## config.mk

```make
export PLATFORM = sky130hd
export DESIGN_NAME = ropuf_eval_ctrl
export DESIGN_NICKNAME = d
export VERILOG_FILES = /design/src/rtl/ropuf_eval_ctrl.sv
export SDC_FILE = /design/constraint.sdc
export NUM_CORES = 1
export LEC_CHECK = 0
export CAP_MARGIN = 0
export CORE_MARGIN = 2
export CORE_UTILIZATION = 55
export DETAILED_ROUTE_END_ITERATION = 12
export PLACE_DENSITY = 0.9
export SLEW_MARGIN = 15
export SYNTH_ARGS = -nofsm -noshare
export SYNTH_HDL_FRONTEND = slang
export SYNTH_SLANG_ARGS = --single-unit
```

## constraint.sdc

```tcl
create_clock -name clk -period 3.3 [get_ports clk]
set_clock_uncertainty 0.15 [all_clocks]
set_input_delay 0.825 -clock clk [delete_from_list [all_inputs] [get_ports clk]]
set_output_delay 0.825 -clock clk [all_outputs]
set_load 0.02 [all_outputs]
```

## src/rtl/ropuf_eval_ctrl.sv

```systemverilog
// ============================================================================
// Module  : ropuf_eval_ctrl
// Brief   : Ring-oscillator PUF evaluation sequencer producing a 2-bit response
// Revision: 1.0 - initial release
// ============================================================================
`default_nettype none

module ropuf_eval_ctrl #(
  parameter int unsigned WINDOW = 8,
  parameter int unsigned SETTLE = 2
) (
  input  logic       clk,
  input  logic       reset,
  input  logic       start,
  input  logic [3:0] challenge,
  output logic       req_ready,
  output logic [1:0] ro_sel,
  output logic       ro_en,
  output logic       cnt_clr,
  input  logic [3:0] count0,
  input  logic [3:0] count1,
  output logic [1:0] resp,
  output logic       resp_valid,
  input  logic       resp_ready,
  output logic       sat_err,
  output logic       busy
);

  typedef enum logic [2:0] {
    S_IDLE    = 3'd0,
    S_CLEAR   = 3'd1,
    S_RUN     = 3'd2,
    S_SETTLE  = 3'd3,
    S_COMPARE = 3'd4,
    S_DONE    = 3'd5
  } state_t;

  state_t     state_q, state_d;
  logic       idx_q, idx_d;
  logic [3:0] chal_q, chal_d;
  logic [1:0] resp_q, resp_d;
  logic       sat_err_q, sat_err_d;
  logic [7:0] cnt_q, cnt_d;
  logic       req_ready_q, req_ready_d;
  logic [1:0] ro_sel_q, ro_sel_d;
  logic       ro_en_q, ro_en_d;
  logic       cnt_clr_q, cnt_clr_d;
  logic       resp_valid_q, resp_valid_d;
  logic       busy_q, busy_d;

  always_comb begin
    state_d   = state_q;
    idx_d     = idx_q;
    chal_d    = chal_q;
    resp_d    = resp_q;
    sat_err_d = sat_err_q;
    cnt_d     = cnt_q;

    case (state_q)
      S_IDLE: begin
        if (start && req_ready_q) begin
          state_d   = S_CLEAR;
          idx_d     = 1'b0;
          chal_d    = challenge;
          resp_d    = 2'b00;
          sat_err_d = 1'b0;
        end
      end
      S_CLEAR: begin
        state_d = S_RUN;
        cnt_d   = 8'(WINDOW - 1);
      end
      S_RUN: begin
        if (cnt_q == 8'd0) begin
          state_d = S_SETTLE;
          cnt_d   = 8'(SETTLE - 1);
        end else begin
          cnt_d = cnt_q - 8'd1;
        end
      end
      S_SETTLE: begin
        if (cnt_q == 8'd0) state_d = S_COMPARE;
        else               cnt_d   = cnt_q - 8'd1;
      end
      S_COMPARE: begin
        resp_d[idx_q] = (count0 > count1);
        if ((count0 == 4'hF) || (count1 == 4'hF)) sat_err_d = 1'b1;
        if (idx_q) begin
          state_d = S_DONE;
        end else begin
          idx_d   = 1'b1;
          state_d = S_CLEAR;
        end
      end
      S_DONE: begin
        // Handshake only counts once resp_valid is actually visible.
        if (resp_valid_q && resp_ready) state_d = S_IDLE;
      end
      default: state_d = S_IDLE;
    endcase

    // Outputs follow the next state so they line up with the state register.
    req_ready_d  = (state_d == S_IDLE);
    busy_d       = (state_d != S_IDLE);
    cnt_clr_d    = (state_d == S_CLEAR);
    ro_en_d      = (state_d == S_RUN);
    ro_sel_d     = 2'b00;
    if (state_d inside {S_CLEAR, S_RUN, S_SETTLE, S_COMPARE})
      ro_sel_d = idx_d ? chal_d[3:2] : chal_d[1:0];
    resp_valid_d = (state_q == S_DONE) && (state_d == S_DONE);
  end

  always_ff @(posedge clk or posedge reset) begin
    if (reset) begin
      state_q      <= S_IDLE;
      idx_q        <= 1'b0;
      chal_q       <= 4'h0;
      resp_q       <= 2'b00;
      sat_err_q    <= 1'b0;
      cnt_q        <= 8'd0;
      req_ready_q  <= 1'b1;
      ro_sel_q     <= 2'b00;
      ro_en_q      <= 1'b0;
      cnt_clr_q    <= 1'b0;
      resp_valid_q <= 1'b0;
      busy_q       <= 1'b0;
    end else begin
      state_q      <= state_d;
      idx_q        <= idx_d;
      chal_q       <= chal_d;
      resp_q       <= resp_d;
      sat_err_q    <= sat_err_d;
      cnt_q        <= cnt_d;
      req_ready_q  <= req_ready_d;
      ro_sel_q     <= ro_sel_d;
      ro_en_q      <= ro_en_d;
      cnt_clr_q    <= cnt_clr_d;
      resp_valid_q <= resp_valid_d;
      busy_q       <= busy_d;
    end
  end

  assign req_ready  = req_ready_q;
  assign ro_sel     = ro_sel_q;
  assign ro_en      = ro_en_q;
  assign cnt_clr    = cnt_clr_q;
  assign resp       = resp_q;
  assign resp_valid = resp_valid_q;
  assign sat_err    = sat_err_q;
  assign busy       = busy_q;

endmodule

`default_nettype wire

```

==> impl_results.md <==
* Cells after Synth at 157
* Average wire per standard cell at 14.1 um
* Post-synthesis sequential area ratio at 46.1%
* HP Class: register to register
* Multiplexer share of the synthesized area at 1.41%
* CP required at 2320 ps
* Util after Layout at 69.9%
* Port-buffer cells at 25
* Top_reg_cell synth: dfrtp_1
* Critical path peak fanout at 5
* DRC at 0
* ANT cells at 0
* Design area at 0.00172 mm2
* Family with the most delay on the worst path: buffers and inverters
* Avg Inst Size Synth at 9.01 um2
* Detailed-route via count at 1,269
* Hold-fix buffers at CTS at 0
* Number of synthesized register bits at 26
* Final Cycle Share at 75.5%
* DP HPWL at 2210 um
* P_leak at 0.000758 uW
* Clk buf depth at 2
* Largest family of logic cells by synthesized area: simple AND/OR/NAND/NOR gates
* Clock Sinks at 26
* Max-cap violations at 0
* Die Area at 0.00299 mm2
* CP max-delay cell: clkdlybuf4s50_1
* Initial antenna violation count at 0
* PD cells at 758 mW/mm2
* Clock Pin Slew Worst Setup and Hold Paths at 120 ps
* First-pass GRT wire length at 4790 um
* Placed Instance Area at 0.00169 mm2
* H-tree levels at 1
* CTS tree: done
* Yosys cell types at 43
* Die H at 54.7 um
* Critical path class: register to output pin
* Post-route setup slack at 807 ps
* Post-Synth XOR/XNOR Area at 0.619%
* Max Slew Vio Count at 0
* Core area at 0.00245 mm2
* RSZ-0062 raised after global routing: no
* Final Power at 1300 uW
* DRT iter0 DRCs at 50
* GP Congestion at 0.867
* Largest net degree at the start of global routing at 22
* Simple-Gate Fraction of Synth Area at 21.1%
* Post_cts resized at 0
* Routed Antenna Nets at 0
* Sum Neg Setup Slack at 0 ps
* Relative slew slack at 51.0%
* I/O Pins at 26
* Layout Nets at 204
* Most frequent cells in the layout: nand2_1, dfrtp_1, clkdlybuf4s50_1
* Die X at 54.7 um
* Postcts setup bufs at 0
* Max Clk Rate at 401 MHz
* Setup violators final at 0
* CTS root buf: clkbuf_4
* Share of cells above drive strength 1 at 6.59%
* Yosys warns at 0
* Post-detailed-routing wire length at 2990 um
* Area Overhead vs Synth at 21.2%
* Synth Net Count at 178
* Worst Path Buf+Inv at 1
* Initial Utilization at 57.6%
* Ys async rst share at 100%
* Outcome: finished, final reports clean
* Num CTS Buffers at 3
* Post-synthesis compound-gate area fraction at 20.9%
* Maximum vdd drop at 0.541 mV
* Final hold vios at 0
* Max stage delay on crit path at 610 ps
* Adder-cell share of the synthesized area at 4.42%
* Total track usage at 22.5%
* CP endpoint kind: output pin
* EDFF count, synth at 0
* Vias per cell at 5.99
* Crit path time final at 2490 ps
* Post-Syn Area at 0.00142 mm2
* Vias in the first global route at 1,155
* Skew-Pair Late Insertion Delay at 330 ps
* CP arrival at 1520 ps
* Grt ovf at 0
* Least-Margin Pin Slew at 728 ps
* DR pass1 iterations at 4
* FP Rows at 18
* Setup WS pre-CTS at 828 ps
* CP Cell Sequence: clkdlybuf4s50_1
* Commonest non-fill, non-tap cell in the layout: nand2_1
* CP startpoint kind: register
==> through the flow <==
stage | std cells | hold WS (ps)
2_1_floorplan | 157 | 295
6_report | 212 | 348
5_1_grt | 212 | 365
3_3_place_gp | 208 | 314
3_5_place_dp | 208 | 320
4_1_cts | 212 | 350
==> layout make-up <==
class | instances | area, um2
clock buffer | 4 | 26.3
fill | 186 | 739
inverter | 15 | 56.3
multi-input combinational | 111 | 686
sequential | 26 | 652
tap | 30 | 37.5
timing repair buffer | 26 | 258
==> kinds of logic (layout without fill, tap and decap cells) <==
logic type               after synthesis  in the layout
AO/OA/AOI/OAI                         43             43
multiplexers                           2              2
buffers and inverters                 20             45
AND/OR/NAND/NOR                       60             60
XOR/XNOR                               1              1
flip-flops                            26             26
adder cells (fa/ha/maj)                5              5
==> where the power goes <==
group	leakage, uW	total (uW)	internal (uW)	switching [uW]
Sequential	0.000325	573	442	131
Clock	0.0000150	139	47.4	91.2
Combinational	0.000418	588	281	307
Total	0.000758	1300	770	530
==> path summary, 6_finish.rpt <==
check,slack [ps],start,depth (start not counted),to
setup / recovery,810,req_ready,1,req_ready
hold / removal,350,chal_q[3],2,chal_q[3]
setup reg to reg,1270,cnt_q[0],6,cnt_q[3]
hold reg to reg,350,chal_q[3],2,chal_q[3]
max in group asynchronous,1890,reset,3,req_ready
min in group asynchronous,540,reset,2,busy
==> layer usage <==
layer  share of wire [%]  vias up  GRT usage, %  wire (um)
li1                    -      608             -          -
met1                  43      616          27.1       1290
met2                  51       41          40.1       1520
met3                 4.9        4          3.01        146
met4                 1.1        0          9.17         32
met5                   0        -             0          0
==> registers in the layout (all words and copies together), names as in the netlist <==
signal / flops
busy: 1
chal_q: 4
cnt_clr: 1
cnt_q: 8
idx_q: 1
req_ready: 1
resp: 2
resp_valid: 1
ro_en: 1
ro_sel: 2
sat_err: 1
state_q: 3
==> synth_stat cells (2+ instances only) <==
library cell / count / area share (%)
buf_2: 2 / 0.71
nor2_1: 9 / 2.4
nand4_1: 2 / 0.88
nand3_1: 2 / 0.71
a41o_1: 2 / 1.4
o31ai_1: 4 / 2.1
nor3_1: 3 / 1.1
dfrtp_1: 25 / 44
nand2_1: 26 / 6.9
nor2b_1: 3 / 1.3
o22ai_1: 3 / 1.3
or2_2: 2 / 0.88
a21oi_1: 11 / 3.9
o21a_1: 2 / 1.1
ha_1: 5 / 4.4
or3_2: 2 / 1.1
o21ai_0: 7 / 2.5
a22oi_1: 2 / 1.1
inv_1: 15 / 4.0
clkbuf_1: 3 / 0.80
or4_1: 3 / 1.6
a211oi_1: 2 / 1.1
mux2i_1: 2 / 1.4
(Power assumes the default switching activity.)
